## config.mk

```make
export PLATFORM = sky130hd
export DESIGN_NAME = note_scheduler
export DESIGN_NICKNAME = d
export VERILOG_FILES = /design/src/rtl/note_scheduler.sv
export SDC_FILE = /design/constraint.sdc
export NUM_CORES = 1
export LEC_CHECK = 0
export CAP_MARGIN = 10
export CORE_ASPECT_RATIO = 0.9
export CORE_MARGIN = 5
export CORE_UTILIZATION = 48
export CTS_CLUSTER_DIAMETER = 40
export DETAILED_ROUTE_END_ITERATION = 8
export MAX_ROUTING_LAYER = met4
export PLACE_DENSITY_LB_ADDON = 0.08
export SLEW_MARGIN = 20
export SYNTH_ARGS = -nofsm -noshare
export SYNTH_HDL_FRONTEND = slang
export SYNTH_SLANG_ARGS = --single-unit
```

## constraint.sdc

```tcl
create_clock -name clk -period 4.6 [get_ports clk]
set_input_delay 0.69 -clock clk [delete_from_list [all_inputs] [get_ports clk]]
set_output_delay 0.69 -clock clk [all_outputs]
set_load 0.005 [all_outputs]
```

## src/rtl/note_scheduler.sv

```systemverilog
// -----------------------------------------------------------------------------
// note_scheduler
//
// Walks one song of the song ROM word by word and presents each word to the
// sample generator's load interface. Note words go out back-to-back, at three
// cycles per word (FETCH, DECODE, LOAD). An advance word is loaded and then
// the scheduler holds until the generator reports that the advance duration
// has elapsed. The end-of-song marker, or running off the end of the song
// window, parks the block in DONE.
//
// Ports
//   clk          system clock
//   reset        asynchronous, active-low reset
//   play_enable  1 = run, 0 = freeze state and all registers
//   new_song     1-cycle pulse: restart at word 0 of song_select
//   song_select  song to start, sampled on new_song
//   rom_addr     registered ROM address {song, index}
//   rom_data     ROM word, valid one cycle after rom_addr changes
//   voices_full  no free voice: note words wait in DECODE
//   advance      advance duration reached (from the sample generator)
//   note         rom_data[14:9] of the last captured word
//   duration     rom_data[8:3]  of the last captured word
//   meta         rom_data[2:0]  of the last captured word
//   type_signal  rom_data[15]: 0 = note, 1 = advance
//   load_count   1-cycle strobe, fields valid while high
//   song_done    high in DONE
//   busy         high in every state except IDLE and DONE
// -----------------------------------------------------------------------------
module note_scheduler #(
   parameter int SONG_BITS = 2,
   parameter int IDX_BITS  = 7
) (
   input  logic                          clk,
   input  logic                          reset,
   input  logic                          play_enable,
   input  logic                          new_song,
   input  logic [SONG_BITS-1:0]          song_select,
   output logic [SONG_BITS+IDX_BITS-1:0] rom_addr,
   input  logic [15:0]                   rom_data,
   input  logic                          voices_full,
   input  logic                          advance,
   output logic [5:0]                    note,
   output logic [5:0]                    duration,
   output logic [2:0]                    meta,
   output logic                          type_signal,
   output logic                          load_count,
   output logic                          song_done,
   output logic                          busy
);

   typedef enum logic [2:0] {
      ST_IDLE     = 3'd0,
      ST_FETCH    = 3'd1,
      ST_DECODE   = 3'd2,
      ST_LOAD     = 3'd3,
      ST_WAIT_ADV = 3'd4,
      ST_DONE     = 3'd5
   } state_t;

   localparam logic [IDX_BITS-1:0] IDX_LAST = {IDX_BITS{1'b1}};
   localparam logic [IDX_BITS-1:0] IDX_ONE  = {{(IDX_BITS-1){1'b0}}, 1'b1};
   localparam logic [15:0]         END_WORD = 16'h8000;

   state_t                          state_r, state_s;
   logic [SONG_BITS-1:0]            song_r, song_s;
   logic [IDX_BITS-1:0]             idx_r, idx_s;
   logic [SONG_BITS+IDX_BITS-1:0]   rom_addr_r;
   logic [5:0]                      note_r, duration_r;
   logic [2:0]                      meta_r;
   logic                            type_r;
   logic                            load_r, load_s;
   logic                            done_r, done_s;
   logic                            busy_r, busy_s;
   logic                            capture_s;

   // Next-state, index and field-capture decisions.
   always_comb begin
      state_s   = state_r;
      song_s    = song_r;
      idx_s     = idx_r;
      capture_s = 1'b0;

      if (new_song) begin
         // Restart wins over every state and over play_enable.
         song_s  = song_select;
         idx_s   = {IDX_BITS{1'b0}};
         state_s = ST_FETCH;
      end else if (play_enable) begin
         case (state_r)
            ST_IDLE: begin
               state_s = ST_IDLE;
            end
            ST_FETCH: begin
               state_s = ST_DECODE;
            end
            ST_DECODE: begin
               if (rom_data == END_WORD) begin
                  state_s = ST_DONE;
               end else begin
                  // rom_addr does not move while stalled, so re-capturing
                  // every cycle keeps the same word on the fields.
                  capture_s = 1'b1;
                  if (!rom_data[15] && voices_full) begin
                     state_s = ST_DECODE;
                  end else begin
                     state_s = ST_LOAD;
                  end
               end
            end
            ST_LOAD: begin
               if (type_r) begin
                  state_s = ST_WAIT_ADV;
               end else if (idx_r == IDX_LAST) begin
                  // Off the end of the song window: finish, address kept.
                  state_s = ST_DONE;
               end else begin
                  idx_s   = idx_r + IDX_ONE;
                  state_s = ST_FETCH;
               end
            end
            ST_WAIT_ADV: begin
               if (!advance) begin
                  state_s = ST_WAIT_ADV;
               end else if (idx_r == IDX_LAST) begin
                  state_s = ST_DONE;
               end else begin
                  idx_s   = idx_r + IDX_ONE;
                  state_s = ST_FETCH;
               end
            end
            ST_DONE: begin
               state_s = ST_DONE;
            end
            default: begin
               state_s = ST_IDLE;
            end
         endcase
      end else begin
         state_s = state_r;
      end

      // Strobe only on entry to LOAD, so a pause inside LOAD never repeats it.
      load_s = (state_s == ST_LOAD) && (state_r != ST_LOAD);
      done_s = (state_s == ST_DONE);
      busy_s = (state_s != ST_IDLE) && (state_s != ST_DONE);
   end

   // State, address and status registers.
   always_ff @(posedge clk or negedge reset) begin
      if (!reset) begin
         state_r    <= ST_IDLE;
         song_r     <= {SONG_BITS{1'b0}};
         idx_r      <= {IDX_BITS{1'b0}};
         rom_addr_r <= {(SONG_BITS+IDX_BITS){1'b0}};
         load_r     <= 1'b0;
         done_r     <= 1'b0;
         busy_r     <= 1'b0;
      end else begin
         state_r    <= state_s;
         song_r     <= song_s;
         idx_r      <= idx_s;
         rom_addr_r <= {song_s, idx_s};
         load_r     <= load_s;
         done_r     <= done_s;
         busy_r     <= busy_s;
      end
   end

   // Field registers: hold the last captured word between loads.
   always_ff @(posedge clk or negedge reset) begin
      if (!reset) begin
         note_r     <= 6'd0;
         duration_r <= 6'd0;
         meta_r     <= 3'd0;
         type_r     <= 1'b0;
      end else if (capture_s) begin
         note_r     <= rom_data[14:9];
         duration_r <= rom_data[8:3];
         meta_r     <= rom_data[2:0];
         type_r     <= rom_data[15];
      end else begin
         note_r     <= note_r;
         duration_r <= duration_r;
         meta_r     <= meta_r;
         type_r     <= type_r;
      end
   end

   assign rom_addr    = rom_addr_r;
   assign note        = note_r;
   assign duration    = duration_r;
   assign meta        = meta_r;
   assign type_signal = type_r;
   assign load_count  = load_r;
   assign song_done   = done_r;
   assign busy        = busy_r;

endmodule

```

==> results of run 1 <==
[cells in the final DEF, fill, tap and decap left out, drive strengths merged, types with 2 or more instances in the layout]
cell type,n
a21oi,3
a311oi,2
a41oi,2
and2,2
and2b,2
and3,5
clkbuf,6
clkdlybuf4s50,51
clkinv,2
dfrtp,31
inv,3
mux2,18
mux2i,2
nand2,5
nand3,6
nand4bb,2
nor2,6
nor4,3
o21ai,7
[sequential cells by signal, indices dropped and copies added, names as in the netlist]
| name | cells |
|---|---|
| song_done | 1 |
| meta | 3 |
| load_count | 1 |
| state_r | 3 |
| busy | 1 |
| rom_addr | 9 |
| note | 6 |
| duration | 6 |
| type_signal | 1 |
[area by class of cell]
type	instances	area [um2]
tap	42	52.6
inverter	4	15.0
multi-input combinational	88	716
clock inverter	1	5.00
fill	234	933
timing repair buffer	52	518
sequential	31	776
clock buffer	6	51.3
[cell usage after synthesis, types with 2 or more instances]
cell / n / area share [%]
dfrtp_1: 31 / 50
mux2_4: 10 / 9.8
mux2_1: 6 / 4.4
nand3_1: 6 / 2.0
nor2_1: 6 / 1.5
and3_1: 5 / 2.0
nand2_1: 5 / 1.2
o21ai_0: 5 / 1.6
clkbuf_1: 3 / 0.73
inv_1: 3 / 0.73
nor4_1: 3 / 1.2
a21oi_1: 2 / 0.65
a311oi_1: 2 / 1.1
a41oi_1: 2 / 1.1
and2_1: 2 / 0.81
and2b_1: 2 / 0.98
buf_2: 2 / 0.65
mux2_2: 2 / 1.5
mux2i_1: 2 / 1.3
nand4bb_1: 2 / 1.5
o21ai_1: 2 / 0.65
[per-stage QoR]
stage	hold slack, ns	worst slack [ns]	util, %	cell area [um2]	power, mW
after floorplan	0.394	2.60	-	1540	0.424
after global placement	0.474	1.59	67.7	2080	0.548
after detailed placement	0.484	1.50	67.7	2080	0.553
after CTS	0.507	1.85	69.6	2130	0.710
after global routing	0.539	1.68	69.6	2130	0.743
final	0.503	1.84	69.6	2130	0.703
[worst reg2reg max path, cell delays in order, from the launching register on]
cell and delay (ns):
dfrtp_1 0.51, nor3b_2 0.29, nand3_1 0.12, nand2b_1 0.60, mux2_1 0.53
[routing by layer]
metal	GRT usage (%)	up-vias
met3	5.09	5
met2	29.2	49
met1	21.9	598
li1	-	594
met5	-	-
met4	4.31	0
[logic make-up (layout without fill, tap and decap cells)]
kind of cell             Yosys count  in the layout  synth area share, %
AO/OA/AOI/OAI                     27             27                 12.9
XOR/XNOR                           1              1                0.569
adder cells (fa/ha/maj)            1              1                0.813
buffers and inverters             10             63                 3.09
flip-flops                        31             31                 50.4
multiplexers                      20             20                 16.9
AND/OR/NAND/NOR                   39             39                 15.3
[final timing paths]
kind                             startpoint           to  slack, ns
worst max-delay path               new_song  duration[5]       1.84
worst min-delay path            duration[4]  duration[4]       0.50
worst max register to register   state_r[0]  duration[5]       2.42
worst min register to register  duration[4]  duration[4]       0.50
max in group asynchronous             reset  rom_addr[0]       3.57
min in group asynchronous             reset   load_count       0.74
[report_power, final]
part / switching (mW) / internal, mW / total (mW)
Clock: 0.0858 / 0.0707 / 0.156
Combinational: 0.0597 / 0.139 / 0.199
Sequential: 0.0311 / 0.316 / 0.347
==> impl_results.md, run 1 <==
- Share of cells above drive strength 1: 12.1%
- Critical Path Slowest Stage Cell: nand2b_1
- TritonRoute pass-1 iters: 4
- Routed vias: between 1,000 and 1,500
- Final Net Count: 207
- Num CTS Buffers: 5
- Initial DRC Count: 31
- Port Buffers: between 50 and 60
- Worst Hold Class: flop to flop
- Max Slew Vio Count: 0
- Worst Setup End Kind: flop
- Layout Cells excl Fill: about 220
- Post-synth EDFFs: 0
- Post-CTS Setup Inserts: 0
- Layout area overhead: 38.6%
- Wl on met1: 1.59 mm
- Yosys reg bits: 31
- Ys async rst share: 100%
- Outcome: finished, final reports clean
- Vias in the first global route: between 1,000 and 1,500
- Hold_buf cts: 0
- Final Hold Violating Endpoints: 0
- Post_cts resized: 0
- Core area: around 3100 um2
- Critical Path Source Type: input port
- H-tree levels: 2
- IO Pins: between 50 and 60
- Root Buffer: clkbuf_4
- Die Area: ~4400 um2
- Met3 wire length: roughly 220 um
- Relative slew slack: 36.0%
- Floorplan row count: 19
- WL final: about 3.6 mm
- Syn Nets: 154
- Final Cycle Share: approximately three fifths
- Setup TNS: 0 ns
- Worst-Skew Late Latency: 0.32 ns
- Req. time, crit path: roughly 4.8 ns
- Placer Congestion: 0.860
- CP bufs+invs: 2
- Fmax: roughly 360 MHz
- Max Cap Violations: 0
- Gate Count Post-Synth: 129
- Top Layer Used: met4
- Critical path depth: 5
- R2R cell count: 4
- Synthesized area per cell: ~12 um2
- Post-DP HPWL: 2.69 mm
- Yosys Warn Count: 0
- Initial Util: approximately 50%
- Mapped cell area: 1540 um2
- Crit path time final: 2.76 ns
- Pin count of the biggest net entering global routing: 32
- Peak VDD IR: 231 uV
- Crit Path Max Fanout: 16
- Pwr Density: 329 nW/um2
- Die Width: ~70 um
- Clock sink total: 31
- Sequential fraction of the synthesis area: 50.4%
- Post-route ant nets: 0
- Synth Flop Type: dfrtp_1
- Vias/cell: between 5 and 6
- Critical path's top delay family: buffers and inverters
- Initial antenna violation count: 0
- Leakage power: roughly 0.94 nW
- Crit-path cells: clkdlybuf4s50_1 > clkinv_1 > nand3_1 > nand2b_1 > mux2_1
- Grt ovf: 0
- DRC: 0
- Routed length on met2: ~1.7 mm
- Setup CP Type: input port to flop
- Netlist cell types: 47
- Worst Path Arrival: roughly 3.0 ns
- Clock-pin slew on the worst setup and hold paths: ~0.1 ns
- Chip height: between 60 and 70 um
- Placed Cells: about 220
- Biggest cell delay along the critical path: about 0.76 ns
- Global Route Usage Sum: 17.8%
- Drt wl/cell: roughly 16 um
- Diodes inserted: 0
- Longest Clk Path Bufs: 2
- First-pass GRT wire length: ~6 mm
- Tightest Pin Transition: 0.960 ns
- CTS tree: built
- Worst Hold Depth: 1
- Final setup viols: 0
- Worst Skew: approximately 0.016 ns
- RSZ-0062 raised after global routing: false
(Power assumes the default switching activity.)
==> run 2, diff against run 1 <==
CORE_UTILIZATION = 41   (was 48)
clock period = 2.5 ns   (was 4.6 ns; I/O delays follow)
==> run 2 against run 1 <==
Worst hold slack worse by 0.025 ns; critical endpoint is now load_count; worst setup slack worse by 1.4 ns; clock-buffer cell count up 1; combinational power up 85%; largest power group unchanged; sequential power up 85%; clock power up 130%; sequential cell count unchanged; die area up 14%; sequential share of layout area down 0.96 points.
==> impl_results.md, run 2 (synthesized netlist as in run 1, its figures left out) <==
- Outcome: finished, final reports clean (unchanged)
- Worst Setup End Kind: flop (unchanged)
- Post-DP HPWL: 2.90 mm (was 2.69 mm)
- Worst slack, placed: 0.175 ns (was 1.50 ns)
- Tightest Pin Transition: 0.446 ns (was 0.960 ns)
- WL final: 3.75 mm (was 3.58 mm)
- Max Cap Violations: 0 (unchanged)
- Share of cells above drive strength 1: 12.4% (was 12.1%)
- Crit path time final: between 2 and 2.5 ns
- Worst Hold Class: input port to asynchronous set/reset pin (was flop to flop)
- Layout area overhead: 42.4% (was 38.6%)
- DRC: 0 (unchanged)
- Final Net Count: 209 (was 207)
- Clk pwr share: 26.6% (was 22.3%)
- Post-layout util: 59.6% (was 69.6%)
- Setup slack, reg-to-reg: 0.49 ns (was 2.42 ns)
- Final Cycle Share: between 80% and 90%
- Worst Skew: 0.00563 ns (was 0.0159 ns)
- Setup TNS: 0 ns (unchanged)
- Fmax: a little under 500 MHz
- Port Buffers: 51 (unchanged)
- Final Hold Violating Endpoints: 0 (unchanged)
- Initial antenna violation count: 0 (unchanged)
- IO Pins: 52 (unchanged)
- P_sw: 0.341 mW (was 0.177 mW)
- Worst Path Arrival: 2.24 ns (was 2.96 ns)
- First-pass GRT wire length: 6.03 mm (was 6.15 mm)
- Pin count of the biggest net entering global routing: 32 (unchanged)
- Initial DRC Count: 148 (was 31)
- Multi-input gate area: 716 um2 (unchanged)
- Global Route Usage Sum: 16.7% (was 17.8%)
- Switching share of total power: 24.8% (was 25.1%)
- Crit Path Max Fanout: 4 (was 16)
- Combinational share of power: 26.8% (was 28.3%)
- Post-route ant nets: 0 (unchanged)
- Leakage power: 0.961 nW (was 0.938 nW)
- CP bufs+invs: 1 (was 2)
- Post-CTS Setup Inserts: 0 (unchanged)
- Setup ws final: 0.432 ns (was 1.84 ns)
- Crit Reg-Reg Startpoint: rom_addr[0] (was state_r[0])
- Critical R2R Capture: busy (was duration[5])
- Critical path's top delay family: simple AND/OR/NAND/NOR gates (was buffers and inverters)
- Diodes inserted: 0 (unchanged)
- # fillers: 313 (was 234)
- Pwr Density: 629 nW/um2 (was 329 nW/um2)
- Most common cell after layout, fill and taps aside: clkdlybuf4s50_1 (unchanged)
- Crit. Startpoint: rom_data[1] (was new_song)
- M1 GR Usage: 20.9% (was 21.9%)
- Root Buffer: clkbuf_8 (was clkbuf_4)
- CTS tree: built (unchanged)
- Peak VDD IR: 402 uV (was 231 uV)
- Num CTS Buffers: 5 (unchanged)
- GRT Max-Usage Layer: met2 (unchanged)
- Reg area: 776 um2 (unchanged)
- Seq pwr share: 46.7% (was 49.4%)
- Worst-Skew Late Latency: 0.28 ns (was 0.32 ns)
- Met3 Usage GRT: 4.85% (was 5.09%)
- Final setup viols: 0 (unchanged)
- Die Width: 74.6 um (was 69.7 um)
- Biggest cell delay along the critical path: 0.50 ns (was 0.76 ns)
- Met2 usage: 25.0% (was 29.2%)
- Routed vias: 1,294 (was 1,246)
- Critical Path Slowest Stage Cell: a222oi_1 (was nand2b_1)
- Chip height: 68.1 um (was 63.7 um)
- Commonest cells after routing, fill and taps aside: 51 x clkdlybuf4s50_1, 31 x dfrtp_1, 10 x mux2_4 (unchanged)
- Grt ovf: 0 (unchanged)
- Post_cts resized: 0 (unchanged)
- Drt wl/cell: 16.2 um (was 16.0 um)
- Max reg flops: 9 (unchanged)
- Placer Congestion: 0.883 (was 0.860)
- RSZ-0062 raised after global routing: false (unchanged)
- Crit-path cells: clkdlybuf4s50_1 > nor4_1 > nand4_1 > a222oi_1 > nor2_1 > and3_1 (was clkdlybuf4s50_1 > clkinv_1 > nand3_1 > nand2b_1 > mux2_1)
- Hold_buf cts: 0 (unchanged)
- Vias/cell: 5.60 (was 5.56)
- Core area: 3680 um2 (was 3070 um2)
- TritonRoute pass-1 iters: 4 (unchanged)
- Max Slew Vio Count: 0 (unchanged)
- Relative slew slack: 70.3% (was 36.0%)
- Vias in the first global route: 1,282 (was 1,284)
- Req. time, crit path: 2.67 ns (was 4.80 ns)
- Clock sink total: 31 (unchanged)
- Die Area: 5080 um2 (was 4440 um2)
- Setup CP Type: input port to flop (unchanged)
- R2R cell count: 6 (was 4)
- H-tree levels: 2 (unchanged)
- Initial Util: 41.8% (was 50.2%)
- Clock-pin slew on the worst setup and hold paths: 0.06 ns (was 0.10 ns)
- Internal Power: 1.04 mW (was 0.526 mW)
- Floorplan row count: 21 (was 19)
- Pwr Total: 1.38 mW (was 0.703 mW)
- Longest Clk Path Bufs: 2 (unchanged)
- Critical Path Source Type: input port (unchanged)
==> run 2: cell count changes in the layout (fill, tap and decap cells not counted), sizes merged <==
cell / change
clkbuf: +1
buf: +2
==> run 2: worst max path at each step <==
stage | slack (ns) | end | cells past startpoint
6_report | 0.43 | load_count | 6
5_1_grt | 0.31 | busy | 6
4_1_cts | 0.47 | load_count | 6
3_5_place_dp | 0.18 | duration[5] | 6
3_3_place_gp | 0.11 | load_count | 6
2_1_floorplan | 0.79 | busy | 6
==> run 2: area by class of cell <==
cell class	instances	share of cell area [%]
Clock inverter	1	0.228
Timing Repair Buffer	54	24.9
Clock buffer	7	3.48
Tap cell	46	2.63
Inverter	4	0.685
Sequential cell	31	35.4
Multi-Input combinational cell	88	32.7
==> run 2: power by group through the flow <==
stage / sequential [mW] / combinational [mW] / clock (mW)
CTS: 0.645 / 0.375 / 0.379
global placement: 0.647 / 0.369 / 0
global route: 0.656 / 0.398 / 0.402
finish: 0.643 / 0.369 / 0.366
detailed placement: 0.652 / 0.374 / 0
floorplan: 0.644 / 0.137 / 0
==> run 2: per-stage QoR <==
step,cell area [um2],std cells,hold WS (ns)
2_1_floorplan,1540,129,0.0794
3_3_place_gp,2110,223,0.479
3_5_place_dp,2110,223,0.484
4_1_cts,2190,231,0.493
5_1_grt,2190,231,0.519
6_report,2190,231,0.478
==> run 2: layer usage <==
layer	up-vias	part of all wire, %	routed length [um]
li1	596	-	-
met1	634	40	1510
met2	57	49	1830
met3	7	8.8	328
met4	0	2.0	74
met5	-	0	0
==> run 3, diff against run 2 <==
clock period = 1.7 ns   (was 2.5 ns; I/O delays follow)
==> run 3 against run 2 <==
Clock skew decreased by 0.0022 ns; worst hold slack worse by 0.22 ns; wire length grew 23%; worst setup slack got worse by 0.38 ns; via count up 7.7%; clock power grew 81%; critical endpoint is now duration[3].
==> impl_results.md, run 3 (synthesized netlist as in run 1, its figures left out) <==
- Relative slew slack: 73.7% (was 70.3%)
- Placer Congestion: 0.901 (was 0.883)
- Met2 usage: 30.3% (was 25.0%)
- Req. time, crit path: 1.87 ns (was 2.67 ns)
- Grt ovf: 0 (unchanged)
- CTS tree: built (unchanged)
- Num CTS Buffers: 5 (unchanged)
- IO Pins: 52 (unchanged)
- Layout area overhead: 68.6% (was 42.4%)
- Crit Reg-Reg Startpoint: state_r[2] (was rom_addr[0])
- Min-Delay Endpoint: duration[2]
- TritonRoute pass-1 iters: 4 (unchanged)
- Outcome: finished, final reports clean (unchanged)
- Diodes inserted: 0 (unchanged)
- Max reg flops: 9 (unchanged)
- Port Buffers: 51 (unchanged)
- H-tree levels: 2 (unchanged)
- Commonest cells after routing, fill and taps aside: 35 x clkdlybuf4s50_1, 31 x buf_4, 29 x dfrtp_1 (was 51 x clkdlybuf4s50_1, 31 x dfrtp_1, 10 x mux2_4)
- R2R cell count: 6 (unchanged)
- Worst Path Arrival: 1.82 ns (was 2.24 ns)
- Hold_buf cts: 0 (unchanged)
- Minimum hold slack: 0.255 ns (was 0.478 ns)
- Max Slew Vio Count: 0 (unchanged)
- Most common cell after layout, fill and taps aside: clkdlybuf4s50_1 (unchanged)
- Final setup viols: 0 (unchanged)
- Met3 Usage GRT: 4.99% (was 4.85%)
- Floorplan row count: 21 (unchanged)
- Chip height: 68.1 um (unchanged)
- Initial antenna violation count: 0 (unchanged)
- Worst Hold Class: input port to flop (was input port to asynchronous set/reset pin)
- Setup CP Type: flop to flop (was input port to flop)
- Pin count of the biggest net entering global routing: 32 (unchanged)
- Pwr Density: 873 nW/um2 (was 629 nW/um2)
- Final Cycle Share: 97.2%
- Die Area: 5080 um2 (unchanged)
- Post-route ant nets: 0 (unchanged)
- Drt wl/cell: 17.6 um (was 16.2 um)
- Crit path time final: 1.65 ns
- Worst Setup End Kind: flop (unchanged)
- Worst-Skew Late Latency: 0.28 ns (about the same)
- Peak VDD IR: 669 uV (was 402 uV)
- DRC: 0 (unchanged)
- Final Net Count: 241 (was 209)
- Core area: 3680 um2 (unchanged)
- Fmax: about 600 MHz
- Critical R2R Capture: duration[3] (was busy)
- First-pass GRT wire length: 6.98 mm (was 6.03 mm)
- Setup slack, reg-to-reg: 0.05 ns (was 0.49 ns)
- Placed cell area: 2330 um2 (was 2110 um2)
- Longest Clk Path Bufs: 2 (unchanged)
- Max Cap Violations: 0 (unchanged)
- Initial DRC Count: 112 (was 148)
- Vias in the first global route: 1,508 (was 1,282)
- Crit Path Max Fanout: 7 (was 4)
- WL final: 4.62 mm (was 3.75 mm)
- Post-layout util: 70.5% (was 59.6%)
- Setup ws final: 0.0473 ns (was 0.432 ns)
- Finished Cell Area: 2590 um2 (was 2190 um2)
- Leakage power: 1.23 nW (was 0.961 nW)
- Final Hold Violating Endpoints: 0 (unchanged)
- Vias/cell: 5.30 (was 5.60)
- Hold Startpoint: rom_data[5]
- Worst Hold Depth: 2
- # fillers: 264 (was 313)
- Global Route Usage Sum: 18.8% (was 16.7%)
- Critical Path Source Type: flop (was input port)
- Worst slack, placed: -0.486 ns (was 0.175 ns)
- GRT Max-Usage Layer: met2 (unchanged)
- M1 GR Usage: 23.0% (was 20.9%)
- Routed vias: 1,394 (was 1,294)
- Share of cells above drive strength 1: 36.9% (was 12.4%)
- Clock sink total: 31 (unchanged)
- Die Width: 74.6 um (unchanged)
- Worst Skew: 0.00348 ns (was 0.00563 ns)
- Root Buffer: clkbuf_8 (unchanged)
- Post-DP HPWL: 3.18 mm (was 2.90 mm)
- Tightest Pin Transition: 0.394 ns (was 0.446 ns)
- Clock-pin slew on the worst setup and hold paths: 0.07 ns (was 0.06 ns)
- Initial Util: 41.8% (unchanged)
==> run 3: cell type report <==
type	instances	area, um2	area share [%]
Sequential cell	31	778	30.0
Multi-Input combinational cell	88	831	32.0
Tap cell	46	57.6	2.22
Timing Repair Buffer	86	810	31.2
Clock inverter	1	7.51	0.289
Inverter	4	15.0	0.579
Clock buffer	7	96.3	3.71
==> run 3: worst max path at each step <==
| stage | to | depth (start not counted) | startpoint |
|---|---|---|---|
| 2_1_floorplan | duration[0] | 7 | state_r[2] |
| 3_3_place_gp | song_done | 7 | rom_data[5] |
| 3_5_place_dp | note[5] | 7 | rom_data[5] |
| 4_1_cts | duration[5] | 7 | rom_data[12] |
| 5_1_grt | busy | 6 | play_enable |
| 6_report | duration[3] | 6 | state_r[2] |
==> run 3: through the flow <==
step	cells	power (mW)	TNS, ns
3_3_place_gp	251	1.55	-7.85
2_1_floorplan	129	1.15	0
3_5_place_dp	251	1.57	-9.49
4_1_cts	262	2.25	0
5_1_grt	263	2.36	-0.0956
6_report	263	2.27	0
==> run 3: where the power goes <==
group          switching, mW  total [mW]  internal (mW)
registers             0.0820       0.940          0.858
clock network          0.296       0.664          0.368
logic                  0.215       0.661          0.446
total                  0.593        2.27           1.67
==> run 3: layer usage <==
metal / up-vias / wire length [um] / share of wire (%)
li1: 662 / - / -
met1: 680 / 1970 / 43
met2: 41 / 2340 / 51
met3: 11 / 208 / 4.5
met4: 0 / 98 / 2.1
met5: - / 0 / 0
==> run 3: repair_timing <==
item                       4_1_cts  5_1_grt
cloned                           1        0
setup endpoints to repair       20       18
buffers inserted                 3        1
resized for setup               22       24
pin swaps                        9        8
==> run 3: worst max-delay path, cell delays in order (launching register included) <==
cell and delay (ns):
dfrtp_2 0.47, nor3b_4 0.23, nand3_2 0.11, nand2b_4 0.18
buf_6 0.12, buf_12 0.13, mux2_1 0.30
